===== config.mk =====
export PLATFORM = sky130hd
export DESIGN_NAME = ps2_key_mapper
export DESIGN_NICKNAME = d
export VERILOG_FILES = /design/src/rtl/ps2_key_mapper.sv
export SDC_FILE = /design/constraint.sdc
export NUM_CORES = 1
export LEC_CHECK = 0
export BUFFER_PORTS_ARGS = -buffer_cell sky130_fd_sc_hd__buf_2
export CAP_MARGIN = 20
export CORE_UTILIZATION = 45
export CTS_CLUSTER_SIZE = 14
export DETAILED_ROUTE_END_ITERATION = 16
export GPL_TIMING_DRIVEN = 0
export HOLD_SLACK_MARGIN = 0.1
export PLACE_DENSITY = 0.72
export SLEW_MARGIN = 20
export SYNTH_ARGS = -nofsm -noshare
export SYNTH_HDL_FRONTEND = slang
export SYNTH_SLANG_ARGS = --single-unit

===== constraint.sdc =====
create_clock -name clk -period 4.2 [get_ports clk]
set_input_delay 1.26 -clock clk [delete_from_list [all_inputs] [get_ports clk]]
set_output_delay 1.26 -clock clk [all_outputs]
set_load 0.01 [all_outputs]

===== src/rtl/ps2_key_mapper.sv =====
// Maps PS/2 driver level output {ps2_state, ps2_byte} to game key levels/pulses; event at edge E, key_hold at E+1.
// No backpressure: every change of the input pair is accepted, including back-to-back changes.
module ps2_key_mapper #(
    parameter int EXT_TIMEOUT = 2500000
) (
    input  logic       clk,
    input  logic       rst,
    input  logic [7:0] ps2_byte,
    input  logic       ps2_state,
    output logic [7:0] key_hold,
    output logic [7:0] key_press,
    output logic       event_stb,
    output logic [8:0] event_code,
    output logic       event_make
);

    localparam int CNT_W = (EXT_TIMEOUT > 2) ? $clog2(EXT_TIMEOUT) : 1;
    localparam logic [CNT_W-1:0] CNT_LAST = CNT_W'(EXT_TIMEOUT - 1);
    localparam logic [7:0] PREFIX_E0 = 8'hE0;

    logic             last_state_q, last_state_d;
    logic [7:0]       last_byte_q, last_byte_d;
    logic             ext_pending_q, ext_pending_d;
    logic [CNT_W-1:0] cnt_q, cnt_d;
    logic [12:0]      src_q, src_d;
    logic [7:0]       key_hold_q, key_hold_d;
    logic [7:0]       key_press_q, key_press_d;
    logic             event_stb_q, event_stb_d;
    logic [8:0]       event_code_q, event_code_d;
    logic             event_make_q, event_make_d;

    logic       evt;
    logic       is_prefix;
    logic [8:0] code;

    assign evt       = ({ps2_state, ps2_byte} != {last_state_q, last_byte_q});
    assign is_prefix = (ps2_byte == PREFIX_E0);
    // The decoded code uses the prefix flag as it stood before this edge, so an
    // event coinciding with the timeout still sees the prefix.
    assign code      = {ext_pending_q, ps2_byte};

    always_comb begin
        last_state_d  = last_state_q;
        last_byte_d   = last_byte_q;
        ext_pending_d = ext_pending_q;
        cnt_d         = cnt_q;
        src_d         = src_q;
        event_stb_d   = 1'b0;
        event_code_d  = event_code_q;
        event_make_d  = event_make_q;

        if (evt) begin
            last_state_d = ps2_state;
            last_byte_d  = ps2_byte;
            cnt_d        = '0;
            event_stb_d  = 1'b1;
            event_make_d = ps2_state;
            event_code_d = code;
            if (is_prefix) begin
                ext_pending_d = 1'b1;
            end else begin
                ext_pending_d = 1'b0;
                case (code)
                    9'h16B:  src_d[0]  = ps2_state;
                    9'h01C:  src_d[1]  = ps2_state;
                    9'h174:  src_d[2]  = ps2_state;
                    9'h023:  src_d[3]  = ps2_state;
                    9'h175:  src_d[4]  = ps2_state;
                    9'h01D:  src_d[5]  = ps2_state;
                    9'h029:  src_d[6]  = ps2_state;
                    9'h172:  src_d[7]  = ps2_state;
                    9'h01B:  src_d[8]  = ps2_state;
                    9'h03B:  src_d[9]  = ps2_state;
                    9'h042:  src_d[10] = ps2_state;
                    9'h05A:  src_d[11] = ps2_state;
                    9'h076:  src_d[12] = ps2_state;
                    default: src_d     = src_q;
                endcase
            end
        end else if (ext_pending_q) begin
            if (cnt_q == CNT_LAST) begin
                ext_pending_d = 1'b0;
            end else begin
                cnt_d = cnt_q + 1'b1;
            end
        end
    end

    // Several physical keys share a function; the function stays held while any is down.
    always_comb begin
        key_hold_d[0] = src_q[0] | src_q[1];
        key_hold_d[1] = src_q[2] | src_q[3];
        key_hold_d[2] = src_q[4] | src_q[5] | src_q[6];
        key_hold_d[3] = src_q[7] | src_q[8];
        key_hold_d[4] = src_q[9];
        key_hold_d[5] = src_q[10];
        key_hold_d[6] = src_q[11];
        key_hold_d[7] = src_q[12];
        key_press_d   = key_hold_d & ~key_hold_q;
    end

    always_ff @(posedge clk or negedge rst) begin
        if (!rst) begin
            last_state_q  <= 1'b0;
            last_byte_q   <= 8'h00;
            ext_pending_q <= 1'b0;
            cnt_q         <= '0;
            src_q         <= '0;
            key_hold_q    <= '0;
            key_press_q   <= '0;
            event_stb_q   <= 1'b0;
            event_code_q  <= '0;
            event_make_q  <= 1'b0;
        end else begin
            last_state_q  <= last_state_d;
            last_byte_q   <= last_byte_d;
            ext_pending_q <= ext_pending_d;
            cnt_q         <= cnt_d;
            src_q         <= src_d;
            key_hold_q    <= key_hold_d;
            key_press_q   <= key_press_d;
            event_stb_q   <= event_stb_d;
            event_code_q  <= event_code_d;
            event_make_q  <= event_make_d;
        end
    end

    assign key_hold   = key_hold_q;
    assign key_press  = key_press_q;
    assign event_stb  = event_stb_q;
    assign event_code = event_code_q;
    assign event_make = event_make_q;

endmodule


==> results of run 1 <==
==> area by class of cell <==
type,count,area share [%]
plain buffers,19,2.40
clock buffers,10,4.12
clock inverters,6,2.77
inverters,3,0.337
multi-input cells,173,35.1
flip-flops and latches,63,47.2
well taps,75,2.81
repair buffers,35,5.32
==> worst max-delay path by stage <==
stage	startpoint	to	cells after the start
finish	ps2_byte[7]	src_q[6]	7
global route	ps2_byte[7]	cnt_q[18]	7
CTS	ps2_byte[7]	src_q[6]	7
detailed placement	ps2_byte[7]	src_q[6]	7
global placement	ps2_byte[7]	src_q[6]	7
floorplan	ps2_byte[1]	src_q[6]	7
==> critical path, stage by stage <==
cell and delay (ns):
buf_2 0.13, xor2_1 0.14, nor4_1 0.42, nand4_1 0.22
buf_2 0.22, and4b_1 0.19, mux2_1 0.31
==> through the flow <==
| step | area (sq um) | hold slack [ns] | std cells | setup slack, ns |
|---|---|---|---|---|
| 6_report | 3340 | 0.397 | 384 | 1.52 |
| 5_1_grt | 3340 | 0.417 | 384 | 1.38 |
| 4_1_cts | 3340 | 0.401 | 384 | 1.50 |
| 3_5_place_dp | 3110 | 0.384 | 368 | 1.13 |
| 3_3_place_gp | 3110 | 0.383 | 368 | 1.20 |
| 2_1_floorplan | 2840 | 0.362 | 258 | 1.61 |
==> power by group through the flow <==
stage / clock, uW / sequential (uW) / combinational, uW
3_5_place_dp: 0 / 655 / 90.7
6_report: 599 / 643 / 88.4
3_3_place_gp: 0 / 654 / 88.6
2_1_floorplan: 0 / 663 / 34.8
4_1_cts: 612 / 643 / 90.6
5_1_grt: 643 / 646 / 99.4
==> layer usage <==
layer	GRT usage, %	wire, um	up-vias
met5	0	0	-
met1	21.8	2400	984
li1	-	-	996
met2	31.3	2730	40
met3	7.00	244	10
met4	8.04	74	0
==> logic make-up (layout without fill, tap and decap cells) <==
| kind of cell | after synthesis | in the layout | synth area share (%) |
|---|---|---|---|
| mux | 15 | 15 | 5.91 |
| compound gates | 16 | 16 | 3.79 |
| xor+xnor | 24 | 24 | 7.40 |
| buf+inv | 22 | 73 | 3.22 |
| fa+ha+maj | 1 | 1 | 0.441 |
| simple gates | 117 | 117 | 23.7 |
| flops | 63 | 63 | 55.5 |
==> cells in the final DEF, fill, tap and decap left out, types with 2 or more instances in the layout <==
cell type / n
clkbuf_8: 10
clkbuf_1: 12
nor3b_1: 5
nand3_1: 18
o21ai_0: 2
dfrtp_1: 63
nor4b_1: 4
nand2_1: 11
nor2_1: 22
mux2_2: 13
nor4bb_1: 2
a21oi_1: 6
bufinv_16: 2
xnor2_1: 7
nor4_1: 3
inv_1: 3
and3_1: 5
o31ai_1: 3
xor2_1: 17
buf_4: 2
or2_2: 4
nor2b_1: 10
and3_4: 2
buf_2: 38
or4_1: 3
nand4_1: 14
clkinvlp_4: 2
or3_1: 2
buf_1: 2
nor3_1: 5
==> registers in the layout, indices dropped and copies added, names as in the netlist, 2 cells and up <==
register and cells:
key_press 8, event_code 2, cnt_q 22, last_byte_q 7
src_q 13, key_hold 8
==> run metrics, run 1 <==
WHS Endpoint key_hold[5]; register area share after synthesis 55.5%; syn avg cell area 11.0 sq um; Hold Path Cell Cnt 0; clock skew 0.0116 ns; multi-input combinational cell area 0.00117 sq mm; Area growth, synth to finish 17.7%; Fillers 515; R2R Setup Slk 2.15 ns; Via density 5.29; Tcrit/Tclk final 63.9%; Internal 1020 uW; Setup CP Type in -> reg; library cells used by synthesis 42; Worst R2R End src_q[6]; WL final 5450 um; Die X-Extent 81.4 um; Comb pwr share 6.6%; number of max-cap violations 0; Hold Path Class reg -> reg; CP Data Arrival Time 2.91 ns; Startpoint Class input pin; maximum vdd drop 0.350 mV; Skew-Pair Late Insertion Delay 0.34 ns; Cell Area, Synth 0.00284 sq mm; Worst R2R Path Depth 6; core box area 0.00599 sq mm; switching power 309 uW; Post-route DRC 0; H-tree Lvls 3; top-count cell post-synth dfrtp_1; total gr overflow 0; setup TNS 0 ns; Fmax 0.373 GHz; Die Span Y 81.4 um; Yosys warnings 0; largest net degree at the start of global routing 64; DP HPWL 3820 um; initial core utilization 47.4%; Final Core Density 55.8%; Synth area leader dfrtp_1; die area 0.00663 sq mm; IO buf count 35; RD Place Congestion 0.808; GRT Total Usage 18.9%; vias in the first global route 2038; Avg WL per Cell 14.2 um; Slew @ Worst Pin 0.929 ns; CTS tree done; Post-CTS Hold Fix Bufs 0; total CTS buffers 9; storage element area 0.00158 sq mm; Syn Inst Count 258; CTS resizes 0; nets 316; critical path peak fanout 10; Clock Tree Buf Depth 2; Period minus WS final 2.68 ns; Reg power frac 48.3%; Final Slew Violations 0; syn nets 270; Slew HR 37.6%; final setup vio count 0; Primary FF master, synth dfrtp_1; async set-reset flop share out of synthesis 100%; RSZ-0062 raised after global routing no; status finished clean; post-CTS setup buffers 0; synthesized flop and latch total 63; Synth top area share 55.5%; drt first pass iters 4; I/O pins 38; WP data required 4.42 ns; Switching Fraction 23.2%; leading post-synthesis cells by cell area dfrtp_1 (56%), xor2_1 (5.2%), mux2_2 (5.2%), nand3_1 (3.2%), nand4_1 (3.1%); Design Power 1330 uW; Pwr per Cell Area 398 mW/mm^2; routed vias 2030; Fin. Hold Viols 0; Iter 0 DRT Violations 92; R2R Path Start event_code[7]; fraction of layout cells with a size suffix above 1 25.2%; Clock power frac 45.0%; worst hold start src_q[10]; Lkg Pwr 0.00149 uW; Root Driver clkbuf_8; initial antenna violation count 0; row cnt 28; clock-pin slew on the worst setup and hold paths 0.07 ns; Clock Sinks 63; first-pass GRT wire length 9180 um; Commonest cells post-synth dfrtp_1 (63), nor2_1 (22), nand3_1 (18); number of synthesized flops with an enable pin 0; CP Capture Type flop; post-route ant nets 0; ant diodes 0
No activity file was read; power rests on OpenSTA's default activity.
==> run 2: changes to the inputs <==
--- a/config.mk
+++ b/config.mk
@@ -12,7 +12,7 @@
 export DETAILED_ROUTE_END_ITERATION = 16
 export GPL_TIMING_DRIVEN = 0
 export HOLD_SLACK_MARGIN = 0.1
-export PLACE_DENSITY = 0.72
+export PLACE_DENSITY = 0.74
 export SLEW_MARGIN = 20
 export SYNTH_ARGS = -nofsm -noshare
 export SYNTH_HDL_FRONTEND = slang
==> constraint.sdc (replaced) <==
create_clock -name clk -period 2.1 [get_ports clk]
set_input_delay 0.63 -clock clk [delete_from_list [all_inputs] [get_ports clk]]
set_output_delay 0.63 -clock clk [all_outputs]
set_load 0.01 [all_outputs]
==> run 2 against run 1 <==
  * Register-to-register slack got worse by 2.0 ns
  * Routed wire length increased by 3.1%
  * Hold slack got worse by 0.028 ns
  * First-iteration DRC count increased by 38%
  * Sequential power increased by 100%
  * Die area unchanged
  * Sequential share of layout area increased by 0.071 points
  * Critical path type is now reg -> reg
  * Global-route usage increased by 0.13 points
  * Via count increased by 4.1%
  * Combinational power increased by 100%
==> run metrics, run 2 (synthesis gave the netlist of run 1 again) <==
Period minus WS final 1.97 ns; I/O pins 38; Largest Register cnt_q; core box area 0.00599 sq mm; Die X-Extent 81.4 um; Setup CP Type reg -> reg; CP max stage cell or4_1; Iter 0 DRT Violations 127; Final Slew Violations 0; Die Span Y 81.4 um; CP top delay family simple AND/OR/NAND/NOR gates; DP HPWL 3800 um; H-tree Lvls 3; post-route ant nets 0; number of max-cap violations 0; Fin. Hold Viols 0; initial core utilization 47.4%; CP Capture Type flop; Root Driver clkbuf_8; drt first pass iters 4; Slew @ Worst Pin 0.793 ns; Clock Sinks 63; most common cell after layout, fill and taps aside dfrtp_1; clock-pin slew on the worst setup and hold paths 0.08 ns; Tcrit/Tclk final 93.6%; Via density 5.51; row cnt 28; GRT Total Usage 19.0%; RD Place Congestion 0.842; fraction of layout cells with a size suffix above 1 25.9%; largest net degree at the start of global routing 64; Startpoint Class flop; post-CTS setup buffers 0; total CTS buffers 9; Avg WL per Cell 14.6 um; total gr overflow 0; critical path peak fanout 6; WL final 5620 um; Slew HR 47.1%; initial antenna violation count 0; worst setup margin 0.133 ns; first-pass GRT wire length 9290 um; IO buf count 35; WP data required 2.36 ns; CP Data Arrival Time 2.22 ns; Hold Path Class in -> async; number of flip-flops in the largest register 22; dpl cells 368; vias in the first global route 2035; ant diodes 0; CP max stage delay 0.43 ns; Setup WS pre-CTS -0.272 ns; clock skew 0.0139 ns; nets 316; fin cells 384; Crit path buffers/inverters 0; most frequent cells in the layout dfrtp_1 (63), buf_2 (38), nor2_1 (21); Area growth, synth to finish 17.5%; biggest regs cnt_q: 22 flops, src_q: 13 flops; routed vias 2114; die area 0.00663 sq mm; final setup vio count 0; Cell Chain, Critical Path ha_2 > nand4_1 > nor2_2 > nand2_1 > or4_1 > a21oi_1; maximum vdd drop 0.459 mV; RSZ-0062 raised after global routing yes; Post-route DRC 0; Skew-Pair Late Insertion Delay 0.35 ns; status finished clean; Fmax 0.509 GHz; Clock Tree Buf Depth 2; CTS tree done; Pwr per Cell Area 756 mW/mm^2; Lkg Pwr 0.00148 uW
==> run 2: worst paths after layout <==
check / startpoint / endpoint / slack, ns / cells past startpoint
max in group asynchronous: rst / cnt_q[18] / 1.20 / 1
worst min-delay path: rst / cnt_q[8] / 0.37 / 1
worst max-delay path: cnt_q[0] / cnt_q[18] / 0.13 / 6
worst max register to register: cnt_q[0] / cnt_q[18] / 0.13 / 6
min in group clk: src_q[10] / key_hold[5] / 0.40 / 0
worst min register to register: src_q[10] / key_hold[5] / 0.40 / 0
==> run 2: metrics by stage <==
| step | util (%) | total power [uW] | cell area [sq um] | TNS (ns) | hold slack (ns) |
|---|---|---|---|---|---|
| final | 55.7 | 2520 | 3340 | 0 | 0.369 |
| after global routing | 55.7 | 2640 | 3340 | -0.0260 | 0.420 |
| after CTS | 55.3 | 2560 | 3310 | 0 | 0.388 |
| after detailed placement | 51.9 | 1490 | 3110 | -6.28 | 0.389 |
| after global placement | 51.9 | 1490 | 3110 | -5.99 | 0.382 |
| after floorplan | - | 1400 | 2840 | 0 | 0.334 |
==> run 2: metal layers <==
layer  vias up  GRT usage [%]  wire length (um)
met2        54           31.1              2740
met4         0           8.75               108
met1      1053           23.1              2500
met3        11           5.56               271
met5         -              0                 0
li1        996              -                 -
==> run 2: timing repair <==
item	CTS	global route
hold buffers	0	0
resized for setup	0	5
setup endpoints to repair	0	33
==> run 2: power breakdown <==
group / switching, uW / internal (uW) / total, uW
Sequential: 23.1 / 1260 / 1290
Combinational: 105 / 73.8 / 179
Clock: 472 / 585 / 1060
==> run 2: layout make-up <==
class,instances,area [sq um]
Fill cell,505,2660
Sequential cell,63,1580
Multi-Input combinational cell,173,1200
Timing Repair Buffer,35,178
Clock buffer,12,145
Tap cell,75,93.8
Buffer,19,80.1
Clock inverter,4,55.1
Inverter,3,11.3
